==> config.mk <==
export PLATFORM = sky130hd
export DESIGN_NAME = rf_wb_arbiter
export DESIGN_NICKNAME = d
export VERILOG_FILES = /design/src/rtl/rf_wb_arbiter.sv
export SDC_FILE = /design/constraint.sdc
export NUM_CORES = 1
export LEC_CHECK = 0
export CAP_MARGIN = 5
export CORE_UTILIZATION = 63
export DETAILED_ROUTE_END_ITERATION = 8
export DONT_BUFFER_PORTS = 1
export PLACE_DENSITY = 0.77
export RECOVER_POWER = 50
export SLEW_MARGIN = 10
export SYNTH_ARGS = -nofsm -noshare
export SYNTH_HDL_FRONTEND = slang
export SYNTH_SLANG_ARGS = --single-unit
==> constraint.sdc <==
create_clock -name clk -period 1.7 [get_ports clk]
set_input_delay 0.34 -clock clk [delete_from_list [all_inputs] [get_ports clk]]
set_output_delay 0.34 -clock clk [all_outputs]
set_load 0.03 [all_outputs]
==> src/rtl/rf_wb_arbiter.sv <==
// Register-file writeback arbiter: ALU priority, round-robin load/muldiv.
// Optional starvation guard enabled by RF_WB_STARVE_GUARD_EN.
module rf_wb_arbiter #(
  parameter int STARVE_LIMIT = 8
) (
  input  logic        clk,
  input  logic        reset_n,
  input  logic        alu_valid,
  input  logic [4:0]  alu_waddr,
  input  logic [31:0] alu_wdata,
  input  logic        ld_valid,
  output logic        ld_ready,
  input  logic [4:0]  ld_waddr,
  input  logic [31:0] ld_wdata,
  input  logic        md_valid,
  output logic        md_ready,
  input  logic [4:0]  md_waddr,
  input  logic [31:0] md_wdata,
  output logic        rf_we,
  output logic [4:0]  rf_waddr,
  output logic [31:0] rf_wdata,
  output logic [1:0]  grant_src,
  output logic        pipe_stall
);

  localparam logic       PTR_LD  = 1'b0;
  localparam logic       PTR_MD  = 1'b1;
  localparam logic [1:0] SRC_NONE = 2'd0;
  localparam logic [1:0] SRC_ALU  = 2'd1;
  localparam logic [1:0] SRC_LD   = 2'd2;
  localparam logic [1:0] SRC_MD   = 2'd3;

  logic rr_ptr;
  logic ld_sel;
  logic md_sel;
  logic ld_hs;
  logic md_hs;
  logic any_hs;

  // A lone requester wins regardless of the pointer.
  always_comb begin
    ld_sel = ld_valid & (~md_valid | (rr_ptr == PTR_LD));
    md_sel = md_valid & (~ld_valid | (rr_ptr == PTR_MD));
  end

  assign ld_ready = reset_n & ~alu_valid & ld_sel;
  assign md_ready = reset_n & ~alu_valid & md_sel;

  assign ld_hs  = ld_valid & ld_ready;
  assign md_hs  = md_valid & md_ready;
  assign any_hs = ld_hs | md_hs;

  always_ff @(posedge clk or negedge reset_n) begin
    if (!reset_n) begin
      rr_ptr <= PTR_LD;
    end else if (ld_hs) begin
      rr_ptr <= PTR_MD;
    end else if (md_hs) begin
      rr_ptr <= PTR_LD;
    end
  end

  // Address/data hold when nothing is accepted; x0 writes keep we low.
  always_ff @(posedge clk or negedge reset_n) begin
    if (!reset_n) begin
      rf_we     <= 1'b0;
      rf_waddr  <= 5'd0;
      rf_wdata  <= 32'd0;
      grant_src <= SRC_NONE;
    end else if (alu_valid) begin
      rf_we     <= (alu_waddr != 5'd0);
      rf_waddr  <= alu_waddr;
      rf_wdata  <= alu_wdata;
      grant_src <= SRC_ALU;
    end else if (ld_hs) begin
      rf_we     <= (ld_waddr != 5'd0);
      rf_waddr  <= ld_waddr;
      rf_wdata  <= ld_wdata;
      grant_src <= SRC_LD;
    end else if (md_hs) begin
      rf_we     <= (md_waddr != 5'd0);
      rf_waddr  <= md_waddr;
      rf_wdata  <= md_wdata;
      grant_src <= SRC_MD;
    end else begin
      rf_we     <= 1'b0;
      grant_src <= SRC_NONE;
    end
  end

`ifdef RF_WB_STARVE_GUARD_EN
  localparam logic [7:0] LIMIT = 8'(STARVE_LIMIT);

  logic [7:0] starve_cnt;
  logic       stall_q;

  always_ff @(posedge clk or negedge reset_n) begin
    if (!reset_n) begin
      starve_cnt <= 8'd0;
    end else if (any_hs) begin
      starve_cnt <= 8'd0;
    end else if ((ld_valid | md_valid) && (starve_cnt != LIMIT)) begin
      starve_cnt <= starve_cnt + 8'd1;
    end
  end

  // Stall rises the cycle after saturation, falls after a handshake.
  always_ff @(posedge clk or negedge reset_n) begin
    if (!reset_n) begin
      stall_q <= 1'b0;
    end else if (any_hs) begin
      stall_q <= 1'b0;
    end else if (starve_cnt == LIMIT) begin
      stall_q <= 1'b1;
    end
  end

  assign pipe_stall = stall_q;
`else
  assign pipe_stall = 1'b0;
`endif

endmodule

==> flow_metrics.tcl <==
set metrics [dict create \
    grt_first_pass_wirelength_mm 7.33 \
    syn2layout_area_growth_pct 6.80 \
    fp.dieW_um 61.7 \
    final_nets 350 \
    die_area_mm2 0.00380 \
    p_leak_nw 1.25 \
    worst_slack_ps 60.7 \
    fill_cells 263 \
    dp_slack_ps 225 \
    path_class "flop to output pin" \
    syn_area_per_cell_um2 9.67 \
    gp_congestion 0.732 \
    drc 0 \
    synth_cell_types 22 \
    cts_tree "done" \
    drv_cap 0 \
    vias 1902 \
    ir_worst_vdd_v 0.000615 \
    cts_sinks 41 \
    seqCellArea_mm2 0.00103 \
    arrival_ps 1300 \
    io_pins 159 \
    grt_usage_pct 26.9 \
    drt_first_pass_iters 4 \
    tns_ps 0 \
    crit_buf_inv 4 \
    max_slew_margin_pct 34.2 \
    multi_input_area_mm2 0.00110 \
    hp-class "input pin to flop" \
    combPwrFrac_pct 15.0 \
    switching_power_uw 752 \
    routedWlPerCell_um 19.1 \
    grt.overflow.total 0 \
    period_share_pct 96.4 \
    pwr-share-seq_pct 60.7 \
    slowest_delay_ps 370 \
    grt_pass1_vias 1703 \
    clock-root-buffer "clkbuf_4" \
    end_kind "output pin" \
    cts_made_buffers 5 \
    p_clk_share_pct 24.3 \
    drt_iter0_markers 150 \
    antenna_cells 0 \
    required_ps 1360 \
    fmax_mhz 610 \
    syn_nets 348 \
    path_max_fanout 3 \
    cp_slowest_cell "dfrtp_1" \
    post_dp_cell_area_mm2 0.00225 \
    synth-edff-count 0 \
    tightest_slew_ps 987 \
    startpoint_type "flop" \
    timing.hold.ws_ps 105 \
    detail-route-antenna-nets 0 \
    cts.path.max_buffers 2 \
    async_flop_share_pct 100 \
    status "complete, no violations" \
    syn_area_mm2 0.00224 \
    antenna_found_initial 0 \
    drt-total-wl_mm 5.36 \
    switching_share_pct 33.8 \
    internal-power_mw 1.47 \
    rows 21 \
    ys_seq_elements 41 \
    hold_viol 0 \
    crit_chain "buf_4 > buf_4 > inv_1 > a21oi_1 > buf_4" \
    final_layout_size_suffix_gt1_share_pct 12.8 \
    synth_cells 232 \
    fin_util_pct 71.2 \
    htreeDepth 2 \
    initial_core_util_pct 66.7 \
    fin_worst_skew_ps 7.12 \
    synth_seq_area_share_pct 45.7 \
    p_per_area_mw_per_mm2 928 \
    rsz0062_at_grt "false" \
    synth_flop_cell "dfrtp_1" \
    final_cell_area_mm2 0.00240 \
    clkTransAtPathRegs_ps 120 \
    period_needed_ps 1640 \
    dieHeight_um 61.7 \
    synth.yosys.warnings 0 \
    crit_family "buffers and inverters" \
    core_mm2 0.00336 \
    cpMostUsedCell "buf_4" \
    avgViaCountPerCell 6.77 \
    insertion_delay_ps 330 \
    slew_violations 0 \
    hpwl_mm 3.76 \
    portBuffers 0 \
    setup_violations 0 \
    grt_max_degree 78 \
]
-- layout make-up --
type | count | area share (%)
well taps | 46 | 2.40
inverters | 4 | 0.627
multi-input cells | 166 | 45.7
clock inverters | 1 | 0.209
flip-flops and latches | 41 | 42.8
clock buffers | 7 | 2.72
repair buffers | 16 | 5.48
-- metal layers --
metal | global-route usage, % | wire length [um]
met4 | 13.7 | 50
met3 | 7.14 | 469
met2 | 48.8 | 2910
met5 | 0 | 0
met1 | 28.4 | 1930
-- synth_stat cells, drive strengths merged, types with 2 or more instances --
cell / number / area [um2]
buf: 10 / 65.1
clkbuf: 11 / 41.3
dfrtp: 41 / 1030
inv: 4 / 15.0
mux2i: 37 / 370
nand2: 76 / 285
nor3: 2 / 10.0
o21ai: 5 / 32.5
o221ai: 36 / 315
or4: 3 / 22.5
-- flip-flops by register name, indices dropped and copies added, names as in the netlist --
name / flops
rf_wdata: 32
rf_waddr: 5
grant_src: 2
rf_we: 1
rr_ptr: 1
-- logic make-up (layout without fill, tap and decap cells) --
logic type	count (synthesis)	in the layout	synth area share, %
buf+inv	25	28	5.41
flops	41	41	45.7
other cells	1	1	0.167
simple gates	84	84	15.5
compound gates	44	44	16.7
mux	37	37	16.5
-- cell usage in the layout (no fill, tap or decap), drive strengths merged --
| cell type | count |
|---|---|
| dfrtp | 41 |
| nand2 | 76 |
| or2 | 1 |
| clkinv | 1 |
| nand3 | 1 |
| buf | 14 |
| nor3 | 2 |
| or4 | 3 |
| clkbuf | 8 |
| conb | 1 |
| dlygate4sd3 | 1 |
| o221ai | 36 |
| a221oi | 1 |
| o31ai | 1 |
| a21oi | 1 |
| nor2b | 1 |
| mux2i | 37 |
| inv | 4 |
| o21ai | 5 |
-- power by group through the flow --
stage	sequential, mW	clock [mW]	combinational, mW
2_1_floorplan	1.35	0	0.265
3_3_place_gp	1.37	0	0.262
3_5_place_dp	1.37	0	0.285
4_1_cts	1.35	0.555	0.322
5_1_grt	1.36	0.595	0.373
6_report	1.35	0.540	0.334
-- repair_timing --
item                       in CTS  in global routing
hold endpoints to repair       41                  0
setup endpoints to repair       1                  1
hold buffers                    2                  0
buffers inserted                1                  6
gates resized for setup         1                  2
-- through the flow --
stage / std cells / total power, mW
final: 281 / 2.22
after global routing: 281 / 2.33
after CTS: 275 / 2.23
after detailed placement: 264 / 1.66
after global placement: 264 / 1.63
after floorplan: 232 / 1.61
-- worst paths after layout --
kind / depth (start not counted) / slack, ps / endpoint / from
max: 5 / 60 / md_ready / rr_ptr
min: 1 / 110 / rf_waddr[0] / alu_valid
max reg2reg: 6 / 350 / rf_wdata[27] / rr_ptr
min reg2reg: 3 / 700 / rr_ptr / rr_ptr
max in group asynchronous: 2 / 400 / rf_waddr[1] / reset_n
min in group asynchronous: 2 / 700 / rf_wdata[10] / reset_n
Note: power is estimated with default switching activity, not from simulation.
==> RTL change, RTL diff (same flow settings) <==
The option `RF_WB_STARVE_GUARD_EN` is turned on by a define.
--- a/src/rtl/rf_wb_arbiter.sv
+++ b/src/rtl/rf_wb_arbiter.sv
@@ -1,5 +1,7 @@
 // Register-file writeback arbiter: ALU priority, round-robin load/muldiv.
 // Optional starvation guard enabled by RF_WB_STARVE_GUARD_EN.
+`define RF_WB_STARVE_GUARD_EN
+
 module rf_wb_arbiter #(
   parameter int STARVE_LIMIT = 8
 ) (
Check against the original RTL: not equivalent (a bounded check fails within 10 cycles, from zero or initial values and one cycle with reset_n low).
==> RTL change against the original RTL <==
Routed wire length increased by 53%. Cell area rose by 32%. Total power rose by 38%. Synthesized area increased by 39%. Sequential cell count increased by 9. First-iteration DRC count rose by 100%. Highest routed layer unchanged. Worst setup slack better by 13 ps. Synthesized cell count up 44%.
==> RTL change: results (changes against the original RTL) <==
Port Buffer Count=0 (unchanged); placed insts=378 (+43%); Main synth FF type=dfrtp_1; Post-synth top cells=dfrtp_1, inv_1, a211oi_1; relative slew slack=55.1% (+21 points); Routed WL per cell=21.2 um (+11%); clock buffer count from CTS=5 (unchanged); Root Driver=clkbuf_8; cells after synthesis=335 (+44%); CTS clk-pin slew, worst paths=90 ps (-30 ps); status=finished, final reports clean; Setup Buffers After CTS=0 (-1); synth top area cells=dfrtp_1, o32ai_1, a211oi_1, a22oi_1, nor3_1; GRT Overall Usage=31.3% (+4.4 points); Min Hold Slack=158 ps (+52.1 ps); Yosys cell types=34 (+55%); Post-Syn Nets=453 (+30%); Post-Layout Cell Count=387 (+38%); Post-DP HPWL=5.23 mm (+39%); global-route wire length before repair=12.9 mm (+76%); max frequency=615 MHz (+0.80%); placement-stage cell area=3080 um2 (+37%); vias in the first global route=2,581 (+52%); R2R setup slack=170 ps (-180 ps); post-DR vias/cell=7.17 (+5.9%); CP Max Fanout=4 (+1); layout cell share with drive strength beyond 1=8.75% (-4.0 points); DR pass1 iterations=4 (unchanged); # diodes=0 (unchanged); initial DRC count=301 (+100%); final net count=438 (+25%); Pleak=1.24 nW (-1.1%); dpl ws=184 ps (-40.5 ps); sequential share of the synthesized area=40.2% (-5.5 points); clock skew=4.26 ps (-2.86 ps); gp weighted congestion=0.862 (+18%); worst vdd ir=0.000463 V (-25%); biggest regs=rf_wdata (32), starve_cnt (8), rf_waddr (5); asr flop ratio synth=100% (unchanged); Hold WC Path Type=input pin to flop; Worst-Skew Late Latency=290 ps (-40 ps); largest net degree at the start of global routing=80 (+2.6%)
[RTL change: area by class of cell]
cell class / count / area, um2
clock buffer: 7 / 76.3
fill: 388 / 1560
inverter: 41 / 154
tap: 67 / 83.8
multi-input combinational: 205 / 1460
timing repair buffer: 17 / 143
sequential: 50 / 1250
[RTL change: final timing paths]
path | startpoint | to | cells past startpoint
setup / recovery | rr_ptr$_DFFE_PN0N_ | ld_ready | 3
max in group asynchronous | reset_n | rf_wdata[20]$_DFFE_PN0P_ | 2
min in group asynchronous | reset_n | rf_wdata[3]$_DFFE_PN0P_ | 2
hold reg to reg | starve_cnt[5]$_DFFE_PN0P_ | starve_cnt[5]$_DFFE_PN0P_ | 2
hold / removal | alu_valid | grant_src[0]$_DFF_PN0_ | 1
setup reg to reg | starve_cnt[0]$_DFFE_PN0P_ | starve_cnt[0]$_DFFE_PN0P_ | 5
[RTL change: kinds of logic (layout without fill, tap and decap cells)]
family / Yosys count / count (layout) / synth area share, %
compound gates: 140 / 140 / 34.4
buf+inv: 80 / 65 / 13.4
simple gates: 63 / 63 / 11.2
flops: 50 / 50 / 40.2
fa+ha+maj: 2 / 2 / 0.804
[RTL change: metrics by stage]
step | power [W] | util [%]
after floorplan | 0.00230 | -
after global placement | 0.00238 | 65.1
final | 0.00307 | 67.1
after CTS | 0.00308 | 67.5
after detailed placement | 0.00240 | 65.1
after global routing | 0.00324 | 67.1
[RTL change: worst max-delay path, cell delays in order, from the launching register on]
cell and delay [ps]:
dfrtp_1 440, a21bo_2 260, nor2_1 110, buf_4 180
[RTL change: where the power goes]
| group | switching [W] | internal [W] | leakage (nW) |
|---|---|---|---|
| sequential | 0.000407 | 0.00136 | 0.622 |
| combinational | 0.000355 | 0.000295 | 0.576 |
| clock | 0.000371 | 0.000285 | 0.0383 |
[RTL change: layer usage]
metal	vias up	share of wire, %	track usage [%]
met5	-	0	0
met4	0	0.67	8.28
met3	6	11	8.19
met2	167	48	48.8
met1	1341	40	43.5
li1	1261	-	-
[RTL change: timing repair]
item                                    CTS  global route
endpoints found under the hold margin    50             0
hold buffers                              2             0
endpoints found under the setup margin    0             1
resized for setup                         0             1
